`config.mk`:
```
export PLATFORM = sky130hd
export DESIGN_NAME = lcd_value_formatter_flat
export DESIGN_NICKNAME = d
export VERILOG_FILES = /design/src/rtl/lcd_fmt_pkg.sv /design/src/rtl/lcd_value_formatter_if.sv /design/src/rtl/bin2bcd_seq.sv /design/src/rtl/lcd_value_formatter.sv /design/src/flat_wrapper.sv
export SDC_FILE = /design/constraint.sdc
export NUM_CORES = 1
export LEC_CHECK = 0
export ABC_AREA = 1
export BUFFER_PORTS_ARGS = -buffer_cell sky130_fd_sc_hd__buf_2
export CAP_MARGIN = 20
export CORE_UTILIZATION = 45
export CTS_BUF_LIST = sky130_fd_sc_hd__clkbuf_2 sky130_fd_sc_hd__clkbuf_4 sky130_fd_sc_hd__clkbuf_8
export CTS_CLUSTER_DIAMETER = 50
export DETAILED_ROUTE_END_ITERATION = 10
export RECOVER_POWER = 100
export SYNTH_ARGS = -nofsm -noshare
export SYNTH_HDL_FRONTEND = slang
export SYNTH_SLANG_ARGS = --single-unit
```
`constraint.sdc`:
```
create_clock -name clock -period 3.1 [get_ports clock]
set_input_delay 0.155 -clock clock [delete_from_list [all_inputs] [get_ports clock]]
set_output_delay 0.155 -clock clock [all_outputs]
set_load 0.02 [all_outputs]
```
`src/rtl/lcd_fmt_pkg.sv`:
```
// lcd_fmt_pkg: shared FSM states and character/frame constants for lcd_value_formatter.
// Ports: none. Macro LCD_UNIT_SUFFIX_EN lengthens the frame by the " Wh" suffix.
package lcd_fmt_pkg;
   typedef enum logic [2:0] {IDLE, CONVERT, SEND, WAIT_ACK, WAIT_DONE, NEXT} state_t;
   localparam logic [3:0] NUM_DIGITS = 4'd10;
   localparam logic [7:0] ASCII_ZERO = 8'h30, ASCII_SPACE = 8'h20, ASCII_W = 8'h57, ASCII_H = 8'h68;
   localparam logic RS_CMD = 1'b0, RS_CHAR = 1'b1;
`ifdef LCD_UNIT_SUFFIX_EN
   localparam logic [3:0] FRAME_LEN = NUM_DIGITS + 4'd4;
`else
   localparam logic [3:0] FRAME_LEN = NUM_DIGITS + 4'd1;
`endif
endpackage

```
`src/rtl/lcd_value_formatter_if.sv`:
```
// lcd_value_formatter_if: value/update request plus lcd driver word handshake.
// master = formatter (drives d_out, data_ready, frame_busy); slave = system/driver side.
interface lcd_value_formatter_if;
   logic [31:0] datobase;
   logic        update;
   logic        lcd_busy;
   logic [8:0]  d_out;
   logic        data_ready;
   logic        frame_busy;
   modport master (input datobase, update, lcd_busy, output d_out, data_ready, frame_busy);
   modport slave (output datobase, update, lcd_busy, input d_out, data_ready, frame_busy);
endinterface

```
`src/rtl/bin2bcd_seq.sv`:
```
// bin2bcd_seq: iterative 32-bit binary to 40-bit BCD (double dabble, one bit per cycle).
// Ports: clock, reset_n, i_start (loads i_bin, clears BCD), i_bin, o_bcd (held after done),
// o_done (one-cycle pulse the cycle after the 32nd iteration).
module bin2bcd_seq (
   input  logic        clock,
   input  logic        reset_n,
   input  logic        i_start,
   input  logic [31:0] i_bin,
   output logic [39:0] o_bcd,
   output logic        o_done
);
   logic [31:0] r_sh;
   logic [4:0]  r_cnt;
   logic        r_busy, r_done;
   logic [39:0] r_bcd, w_adj;
   always_comb
      for (int i = 0; i < 10; i++)
         w_adj[4*i +: 4] = r_bcd[4*i +: 4] >= 4'd5 ? r_bcd[4*i +: 4] + 4'd3 : r_bcd[4*i +: 4];
   always_ff @(posedge clock or negedge reset_n)
      if (!reset_n) begin
         r_sh   <= '0;
         r_cnt  <= '0;
         r_busy <= 1'b0;
         r_done <= 1'b0;
         r_bcd  <= '0;
      end else if (i_start) begin
         r_sh   <= i_bin;
         r_cnt  <= '0;
         r_busy <= 1'b1;
         r_done <= 1'b0;
         r_bcd  <= '0;
      end else begin
         r_done <= r_busy && r_cnt == 5'd31;
         if (r_busy) begin
            r_bcd  <= (w_adj << 1) | {39'd0, r_sh[31]};
            r_sh   <= r_sh << 1;
            r_cnt  <= r_cnt + 5'd1;
            r_busy <= r_cnt != 5'd31;
         end
      end
   assign o_bcd  = r_bcd;
   assign o_done = r_done;
endmodule

```
`src/rtl/lcd_value_formatter.sv`:
```
// lcd_value_formatter: formats datobase as a blanked 10-digit ASCII frame and streams it to the lcd driver.
// Ports: clock, reset_n (async active-low), bus (lcd_value_formatter_if.master).
// Macro LCD_UNIT_SUFFIX_EN appends " Wh" after the units digit (14-word frame instead of 11).
module lcd_value_formatter
   import lcd_fmt_pkg::*;
#(
   parameter logic [7:0] LINE_ADDR = 8'h80
) (
   input logic                  clock,
   input logic                  reset_n,
   lcd_value_formatter_if.master bus
);
   state_t      r_state, w_next;
   logic [3:0]  r_idx;
   logic        r_pending, w_last, w_start, w_done;
   logic [39:0] w_bcd, w_hi;
   logic [5:0]  w_sh;
   logic [8:0]  w_word;
   assign w_last  = r_idx == FRAME_LEN - 4'd1;
   // A request arriving in the final NEXT cycle counts as pending and restarts immediately.
   assign w_start = (r_state == IDLE && bus.update) ||
                    (r_state == NEXT && w_last && (r_pending || bus.update));
   bin2bcd_seq u_conv (
      .clock   (clock),
      .reset_n (reset_n),
      .i_start (w_start),
      .i_bin   (bus.datobase),
      .o_bcd   (w_bcd),
      .o_done  (w_done)
   );
   always_comb begin
      w_next = r_state;
      case (r_state)
         IDLE:      w_next = bus.update ? CONVERT : IDLE;
         CONVERT:   w_next = w_done ? SEND : CONVERT;
         SEND:      w_next = bus.lcd_busy ? SEND : WAIT_ACK;
         WAIT_ACK:  w_next = bus.lcd_busy ? WAIT_DONE : WAIT_ACK;
         WAIT_DONE: w_next = bus.lcd_busy ? WAIT_DONE : NEXT;
         NEXT:      w_next = !w_last ? SEND : w_start ? CONVERT : IDLE;
         default:   w_next = IDLE;
      endcase
   end
   // w_hi holds the current digit and every more significant one; all zero means a leading zero.
   always_comb begin
      w_sh   = {NUM_DIGITS - r_idx, 2'b00};
      w_hi   = w_bcd >> w_sh;
      w_word = {RS_CHAR, ASCII_SPACE};
      if (r_idx == 4'd0)
         w_word = {RS_CMD, LINE_ADDR};
      else if (r_idx <= NUM_DIGITS)
         w_word = {RS_CHAR, (w_hi == '0 && r_idx != NUM_DIGITS) ? ASCII_SPACE : ASCII_ZERO + {4'h0, w_hi[3:0]}};
`ifdef LCD_UNIT_SUFFIX_EN
      else if (r_idx == NUM_DIGITS + 4'd2)
         w_word = {RS_CHAR, ASCII_W};
      else if (r_idx == NUM_DIGITS + 4'd3)
         w_word = {RS_CHAR, ASCII_H};
`endif
   end
   assign bus.d_out      = (r_state == IDLE || r_state == CONVERT) ? 9'h000 : w_word;
   assign bus.data_ready = r_state == SEND && !bus.lcd_busy;
   assign bus.frame_busy = r_state != IDLE;
   always_ff @(posedge clock or negedge reset_n)
      if (!reset_n) begin
         r_state   <= IDLE;
         r_idx     <= '0;
         r_pending <= 1'b0;
      end else begin
         r_state   <= w_next;
         r_idx     <= r_state != NEXT ? r_idx : w_last ? 4'd0 : r_idx + 4'd1;
         r_pending <= w_start ? 1'b0 : r_pending | (bus.update && r_state != IDLE);
      end
endmodule

```
`src/flat_wrapper.sv`:
```
// flat-port wrapper written by rule: the top's interface ports become plain ports
module lcd_value_formatter_flat import lcd_fmt_pkg::*;
#(
   parameter logic [7:0] LINE_ADDR = 8'h80
)
  (clock, reset_n, bus_datobase, bus_update, bus_lcd_busy, bus_d_out, bus_data_ready, bus_frame_busy);
  lcd_value_formatter_if bus_i ();
  input logic clock;
  input logic reset_n;
  input wire logic [$bits(bus_i.datobase)-1:0] bus_datobase;
  input wire logic [$bits(bus_i.update)-1:0] bus_update;
  input wire logic [$bits(bus_i.lcd_busy)-1:0] bus_lcd_busy;
  output wire logic [$bits(bus_i.d_out)-1:0] bus_d_out;
  output wire logic [$bits(bus_i.data_ready)-1:0] bus_data_ready;
  output wire logic [$bits(bus_i.frame_busy)-1:0] bus_frame_busy;
  assign bus_i.datobase = bus_datobase;
  assign bus_i.update = bus_update;
  assign bus_i.lcd_busy = bus_lcd_busy;
  assign bus_d_out = bus_i.d_out;
  assign bus_data_ready = bus_i.data_ready;
  assign bus_frame_busy = bus_i.frame_busy;
  lcd_value_formatter #(.LINE_ADDR(LINE_ADDR)) u_core (.clock(clock), .reset_n(reset_n), .bus(bus_i));
endmodule
```
==> out/qor.txt, run 1 <==
gpl congestion: 0.927
CTS Buf Count: 9
total core area: 12000 sq um
latest clock arrival within the worst-skew pair: 0.38 ns
post-route ant nets: 0
skew final: 0.0119 ns
starting density of the core: 46.1%
R2R setup slack: 0.38 ns
die area: 12800 sq um
Post-CTS Repair Setup Buffers: 0
CP startpoint: u_core.r_idx[0]
drt drc: 0
via density per instance: 5.22
FF-to-FF End: u_core.u_conv.r_sh[15]
crit path capture type: primary output
Ys Warns: 0
CTS max path bufs: 2
hold violation total from the final report: 0
Data required, critical path: 2.94 ns
RSZ-0062 raised after global routing: no
clk slew on worst S/H paths: 0.09 ns
all-layer global routing usage: 22.0%
Max H-tree Level: 3
ANT cells: 0
multi-input logic area: 2810 sq um
pwr dens: 987 nW/um^2
Post-Route WL: 12.9 mm
Fill cells: 1178
Area growth syn-to-layout: 13.1%
post-synth cell types: 40
first-pass GRT wire length: 22.5 mm
Arr. time, crit path: 2.60 ns
R2R cell count: 10
Worst Tran Pin Value: 1.25 ns
initial antenna violation count: 0
number of synthesized flops with an enable pin: 0
Reg-to-Reg Start: u_core.r_idx[0]
share of layout cells above drive strength 1: 9.07%
synth top area cells: dfrtp_1 39%, nand2_1 15%, ha_1 5.9%
clock sinks: 87
fmax: 0.363 GHz
worst-path maximum fanout: 28
fin crit share: 88.8%
Detailed Routing Iterations Pass 1: 4
average wire per standard cell: 13.4 microns
Mapped Area: 5540 sq um
Max IR drop VDD: 0.000357 V
setup tns final: 0 ns
Die X: 113 microns
Slew headroom: 16.3%
Reg area: 2180 sq um
crit path kind: reg2out
Max-Cap Viols: 0
Setup crit start kind: flop
pre-CTS setup slack: 0.651 ns
cells after synthesis: 747
Mapped Nets: 809
largest net degree at the start of global routing: 50
P_leak: 3.09 nW
register area share after synthesis: 39.3%
Final Max Tran Viols: 0
status: complete, no violations
HPWL after DPL: 8.85 mm
DRT iter0 DRCs: 287
path type of the worst min-delay path: in2reg
syn avg cell area: 7.41 sq um
vias in the first global route: 4929
vias: 5028
I/O pin cnt: 47
CTS tree: done
dominant synthesized flop cell: dfrtp_1
port buffer count: 45
setup ws final: 0.346 ns
total gr overflow: 0
# rows: 40
CP endpoint: bus_d_out[4]
Synth top area share: 39.3%
Post-synth ARST share: 100%
Yosys top cell by area: dfrtp_1
#FFs+latches synth: 87
Final setup viols: 0
Root Buffer Master: clkbuf_8
nets: 873
Die Y: 113 microns
Tmin final: 2.75 ns
## worst min path at each step
| stage | start | to | slack, ns | depth (start not counted) |
|---|---|---|---|---|
| after floorplan | reset_n | u_core.r_idx[0] | -0.14 | 0 |
| after global placement | reset_n | u_core.u_conv.o_bcd[3] | 0.22 | 1 |
| after detailed placement | reset_n | u_core.u_conv.o_bcd[6] | 0.22 | 1 |
| after CTS | bus_datobase[14] | u_core.u_conv.r_sh[14] | 0.005 | 3 |
| after global routing | bus_datobase[14] | u_core.u_conv.r_sh[14] | 0.04 | 3 |
| final | bus_datobase[14] | u_core.u_conv.r_sh[14] | 0.03 | 3 |
## layout by cell type (no fill, tap or decap), drive strengths merged, types with 4 or more instances in the layout
cell type,netlist,routed
nand2,220,220
ha,26,26
o221ai,4,4
nand4,6,6
nor2,57,57
buf,27,39
a21oi,16,16
o21ai,63,63
inv,85,87
dlygate4sd3,0,31
o211ai,10,10
nand3,66,66
nor3,10,10
dfrtp,87,87
xor2,16,16
o22ai,34,34
clkbuf,2,21
## cells by family after synthesis
logic type               share of synthesized area, %
AND/OR/NAND/NOR                                  28.3
AO/OA/AOI/OAI                                    14.1
buffers and inverters                            9.53
flip-flops                                       39.3
adder cells (fa/ha/maj)                          5.87
XOR/XNOR                                         2.80
other                                          0.0677
## through the flow
stage	instance area, sq um	power (mW)	util [%]	hold slack, ns	cells
detailed placement	5790	5.35	48.2	0.224	916
finish	6260	6.18	52.2	0.0272	963
global route	6260	6.87	52.2	0.0352	963
CTS	6300	6.25	52.5	0.00488	963
floorplan	5540	4.68	-	-0.141	747
global placement	5790	5.23	48.2	0.225	916
## routing by layer
metal / global-route usage, % / vias up / wire, microns
met5: 0 / - / 0
met1: 28.8 / 2339 / 6210
met3: 3.05 / 19 / 471
li1: - / 2580 / -
met4: 10.5 / 0 / 236
met2: 36.2 / 90 / 5940
## timing repair
| item | in CTS | in global routing |
|---|---|---|
| hold buffers | 31 | 0 |
| endpoints found under the hold margin | 77 | 0 |
| setup endpoints to repair | 0 | 1 |
| resized for setup | 0 | 2 |
## worst max-delay path, stage by stage, from the launching register on
cell        delay, ns
dfrtp_1          0.42
inv_4            0.14
ha_1             0.37
clkinvlp_4       0.27
nor2_1           0.27
o21ai_0          0.13
nand3_1          0.09
nor2_1           0.05
nand2_1          0.06
nand2_1          0.05
nand2_1          0.06
nor2_1           0.04
nor2_1           0.10
clkbuf_2         0.19
## Yosys cell counts, types with 3 or more instances
cell      number
nand3_1       65
a31oi_1        3
inv_2          5
buf_6          6
o22ai_1       34
dfrtp_1       87
buf_2         12
nor3_1         9
o21ai_0       59
nand2_2        3
a21oi_1       16
nand3b_1       3
o221ai_1       4
nand2_1      215
o211ai_1      10
inv_1         79
xor2_1        14
ha_1          26
nand4_1        6
o21ai_1        4
buf_4          9
nor2_1        54
## where the power goes
group | switching [mW] | internal (mW)
clock | 0.452 | 0.381
combinational | 2.05 | 1.21
sequential | 0.425 | 1.66
total | 2.93 | 3.25
## registers in the layout, summed over array words and instances (netlist names)
signal and flops:
u_core.r_idx 4, u_core.u_conv.o_bcd 40, u_core.u_conv.r_busy 1, u_core.u_conv.r_cnt 5, u_core.r_pending 1, u_core.u_conv.r_sh 32, u_core.r_state 3, u_core.u_conv.o_done 1
## cell type report
class,instances,share of cell area (%)
Timing Repair Buffer,82,9.01
Multi-Input combinational cell,545,44.8
Clock inverter,7,1.26
Clock buffer,9,1.98
Tap cell,147,2.94
Sequential cell,87,34.8
Inverter,86,5.25
Note: power is estimated with default switching activity, not from simulation.
==> run 2: changes to the inputs <==
Clock period 3.1 ns to 3.4 ns, I/O delays scaled along.
==> out/qor.txt, run 2 (same netlist as run 1, synthesis figures left out) <==
Area growth syn-to-layout: 9.90%
Hold Crit Endpoint: u_core.u_conv.r_sh[22]
first-pass GRT wire length: 22.5 mm
most frequent cells in the layout: 216 x nand2_1, 87 x dfrtp_1, 81 x inv_1
Max-Cap Viols: 1
Final setup viols: 0
violated checks: capacitance limit, slew limit
Data required, critical path: 3.69 ns
via density per instance: 5.28
vias: 4979
most common cell after layout, fill and taps aside: nand2_1
latest clock arrival within the worst-skew pair: 0.37 ns
Reg-to-Reg Start: u_core.r_idx[0]
DRT iter0 DRCs: 329
Max IR drop VDD: 0.000298 V
crit path capture type: flop
average wire per standard cell: 13.6 microns
Post-CTS Resized: 0
drt drc: 0
CTS max path bufs: 2
placed cell areas: 5780 sq um
total gr overflow: 0
Worst Tran Pin Value: 1.84 ns
die area: 12800 sq um
all-layer global routing usage: 21.9%
# rows: 40
CTS Hold Bufs: 12
starting density of the core: 46.1%
path type of the worst min-delay path: in2reg
Final Max Tran Viols: 72
slowest stage cell on the critical path: inv_1
Root Buffer Master: clkbuf_8
CTS Buf Count: 9
Detailed Routing Iterations Pass 1: 5
I/O pin cnt: 47
FF-to-FF End: u_core.u_conv.o_bcd[23]
largest net degree at the start of global routing: 72
Max H-tree Level: 3
Arr. time, crit path: 3.41 ns
Min-Delay Startpoint: bus_datobase[22]
CTS tree: done
Largest register FFs: 40
Setup crit start kind: flop
clock sinks: 87
hold violation total from the final report: 0
CP cell instances: inv_4 -> ha_1 -> nand2_1 -> nor2_1 -> nand2_1 -> nor2_1 -> nor2_1 -> nand2_4 -> inv_1 -> o21ai_0 -> o22ai_1
P_leak: 3.02 nW
status: finished with violations
fin crit share: 91.7%
Post-Route WL: 12.8 mm
HPWL after DPL: 8.80 mm
pwr dens: 935 nW/um^2
Post-CTS Repair Setup Buffers: 0
R2R cell count: 11
crit path kind: reg2reg
Final Instance Area: 6090 sq um
hold slack: 0.0188 ns
fmax: 0.321 GHz
R2R setup slack: 0.28 ns
vias in the first global route: 4968
Slew headroom: -23.0%
Worst path max stage delay: 0.88 ns
setup tns final: 0 ns
skew final: 0.0128 ns
Hold Crit Depth: 3
Die Y: 113 microns
Tmin final: 3.12 ns
RSZ-0062 raised after global routing: no
total core area: 12000 sq um
worst-path maximum fanout: 36
initial antenna violation count: 0
nets: 853
Die X: 113 microns
clk slew on worst S/H paths: 0.10 ns
Most common cell on crit path: nor2_1
port buffer count: 45
post-route ant nets: 0
ANT cells: 0
share of layout cells above drive strength 1: 8.79%
gpl congestion: 0.904
[run 2: cell count changes in the layout (fill, tap and decap cells not counted), moves of 2 or more]
| cell | before | now |
|---|---|---|
| buf_4 | 1 | 3 |
| inv_1 | 79 | 81 |
| dlygate4sd3_1 | 31 | 12 |
| inv_2 | 5 | 3 |
| clkbuf_2 | 4 | 2 |
[run 2: worst max path at each step]
| stage | start | to | slack (ns) | cells after the start |
|---|---|---|---|---|
| after floorplan | u_core.r_idx[0] | bus_d_out[4] | 0.95 | 16 |
| after global placement | u_core.r_idx[0] | bus_d_out[4] | 0.80 | 14 |
| after detailed placement | u_core.r_idx[0] | bus_d_out[4] | 0.74 | 14 |
| after CTS | u_core.r_idx[0] | bus_d_out[4] | 0.31 | 14 |
| after global routing | u_core.r_idx[0] | bus_d_out[4] | 0.002 | 14 |
| final | u_core.r_idx[0] | u_core.u_conv.o_bcd[23] | 0.28 | 11 |
[run 2: final cells by class]
| type | count | area [sq um] |
|---|---|---|
| fillers | 1208 | 5930 |
| multi-input cells | 545 | 2810 |
| flip-flops and latches | 87 | 2180 |
| repair buffers | 62 | 368 |
| inverters | 86 | 325 |
| well taps | 147 | 184 |
| clock buffers | 10 | 131 |
| clock inverters | 6 | 92.6 |
[run 2: report_power, final]
| group | switching [mW] | internal (mW) | total, mW |
|---|---|---|---|
| clock network | 0.401 | 0.426 | 0.827 |
| registers | 0.394 | 1.52 | 1.91 |
| logic | 1.87 | 1.08 | 2.95 |
[run 2: through the flow]
stage	power (mW)	instances	setup WS, ns	util [%]
after global placement	4.77	915	0.800	48.2
after CTS	5.73	943	0.309	51.0
after detailed placement	4.88	915	0.737	48.2
after global routing	6.32	943	0.00151	50.7
final	5.69	943	0.283	50.7
after floorplan	4.26	747	0.954	-
[run 2: routing by layer]
metal,vias up,GRT usage (%),part of all wire (%)
li1,2541,-,-
met1,2319,28.7,49
met2,104,36.8,46
met3,15,3.05,3.2
met4,0,8.60,1.7
met5,-,0,0
[run 2: worst max-delay path: cells and delay by family, from the launching register on]
kind	cells	cell delay (ns)
fa+ha+maj	1	0.23
compound gates	2	0.51
flops	1	0.40
simple gates	6	0.86
buf+inv	2	1.01
==> run 3: changes to the inputs <==
Settings changed: CAP_MARGIN 20 to not set, CELL_PAD_IN_SITES_DETAIL_PLACEMENT set to 1, CELL_PAD_IN_SITES_GLOBAL_PLACEMENT set to 1, PLACE_DENSITY_LB_ADDON set to 0.1.
==> out/qor.txt, run 3 (same netlist as run 1, synthesis figures left out) <==
setup tns final: 0 ns
CTS tree: done
port buffer count: 45
ANT cells: 0
hold violation total from the final report: 0
share of layout cells above drive strength 1: 8.98%
Detailed Routing Iterations Pass 1: 4
Final Max Tran Viols: 0
most frequent cells in the layout: 216 x nand2_1, 87 x dfrtp_1, 82 x inv_1
CP top delay family: buffers and inverters
Final setup viols: 0
largest net degree at the start of global routing: 51
Max IR drop VDD: 0.000370 V
Final Instance Area: 6120 sq um
clock sinks: 87
Root Buffer Master: clkbuf_8
pre-CTS setup slack: 0.632 ns
all-layer global routing usage: 25.1%
RSZ-0062 raised after global routing: no
Area growth syn-to-layout: 10.5%
skew final: 0.0141 ns
pwr dens: 935 nW/um^2
vias: 5085
Fill cells: 1531
via density per instance: 5.36
Cells after DPL: 916
worst-path maximum fanout: 28
Post-Route WL: 14.5 mm
CTS max path bufs: 2
P_leak: 3.03 nW
latest clock arrival within the worst-skew pair: 0.38 ns
Worst Tran Pin Value: 1.30 ns
CTS Buf Count: 9
setup ws final: 0.369 ns
Setup crit start kind: flop
Tmin final: 3.03 ns
most common cell after layout, fill and taps aside: nand2_1
die area: 12800 sq um
Arr. time, crit path: 2.86 ns
Die X: 113 microns
slowest stage cell on the critical path: dfrtp_1
non-filler cells in the finished layout: 949
Most common cell on crit path: nor2_1
fmax: 0.330 GHz
# rows: 40
Largest register FFs: 40
starting density of the core: 46.1%
first-pass GRT wire length: 25.6 mm
drt drc: 0
vias in the first global route: 5448
nets: 859
Worst path max stage delay: 0.40 ns
HPWL after DPL: 10.3 mm
Slew headroom: 13.1%
initial antenna violation count: 0
CP cell instances: inv_4 -> ha_1 -> buf_4 -> clkinvlp_4 -> nor2_1 -> o21ai_0 -> nand3_1 -> nor2_1 -> nand2_1 -> nand2_1 -> nand2_1 -> nor2_1 -> nor2_1 -> buf_2
gpl congestion: 0.852
fin crit share: 89.1%
crit path buf inv count: 4
Die Y: 113 microns
post-route ant nets: 0
crit path capture type: primary output
total gr overflow: 0
status: complete, no violations
average wire per standard cell: 15.3 microns
clk slew on worst S/H paths: 0.09 ns
DRT iter0 DRCs: 206
Max H-tree Level: 3
total core area: 12000 sq um
placed cell areas: 5790 sq um
Data required, critical path: 3.23 ns
path type of the worst min-delay path: in2reg
crit path kind: reg2out
I/O pin cnt: 47
Max-Cap Viols: 0
==> run 3: changes by cell type in the layout (fill, tap and decap cells not counted), sizes merged <==
| cell | previous run | this run |
|---|---|---|
| dlygate4sd3 | 12 | 17 |
| inv | 86 | 85 |
| clkinvlp | 2 | 3 |
| clkbuf | 20 | 25 |
| clkinv | 2 | 0 |
| bufinv | 2 | 0 |
==> run 3: where the power goes <==
part	internal [mW]	total, mW	switching [mW]
clock	0.331	0.725	0.394
sequential	1.52	1.91	0.398
combinational	1.10	3.09	1.98
==> run 3: final cells by class <==
type                       count  area (sq um)  area share [%]
clock inverter                 2          15.0           0.245
multi-input combinational    545          2820            46.1
sequential                    87          2180            35.6
inverter                      86           329            5.38
timing repair buffer          68           422            6.89
clock buffer                  14           174            2.84
tap                          147           184            3.00
==> run 3: per-layer routing <==
layer  wire length, microns  global-route usage, %
met1                   6890                   31.4
met2                   7070                   44.4
met3                    339                   4.34
met4                    224                   7.54
met5                      0                      0
==> run 3: path summary, 6_finish.rpt <==
kind                            slack (ns)  cells after the start                  start                       to
worst max-delay path                  0.37                     14        u_core.r_idx[0]             bus_d_out[4]
worst min-delay path                  0.02                      3       bus_datobase[23]   u_core.u_conv.r_sh[23]
worst max register to register        0.51                     11        u_core.r_idx[0]  u_core.u_conv.o_bcd[27]
worst min register to register        0.47                      2  u_core.u_conv.r_sh[6]    u_core.u_conv.r_sh[7]
max in group asynchronous             1.12                      3                reset_n     u_core.u_conv.o_done
min in group asynchronous             0.59                      2                reset_n   u_core.u_conv.o_bcd[3]
==> run 3: stage by stage <==
| step | hold slack, ns | util, % | total power, mW |
|---|---|---|---|
| finish | 0.0210 | 51.0 | 5.73 |
| global route | 0.0285 | 51.0 | 6.35 |
| CTS | 0.000363 | 51.2 | 5.78 |
| detailed placement | 0.248 | 48.2 | 5.01 |
| global placement | 0.241 | 48.2 | 4.81 |
| floorplan | -0.126 | - | 4.26 |
==> run 3: timing repair <==
item	4_1_cts	5_1_grt
setup endpoints to repair	0	1
setup buffers	0	0
hold buffers	17	0
resized for setup	0	1
hold endpoints to repair	64	0
==> run 3: worst register-to-register path: cells and delay by family, from the launching register on <==
kind            cells  cell delay [ns]
simple gates        6             0.63
buf+inv             2             1.06
fa+ha+maj           1             0.25
compound gates      2             0.46
flops               1             0.40
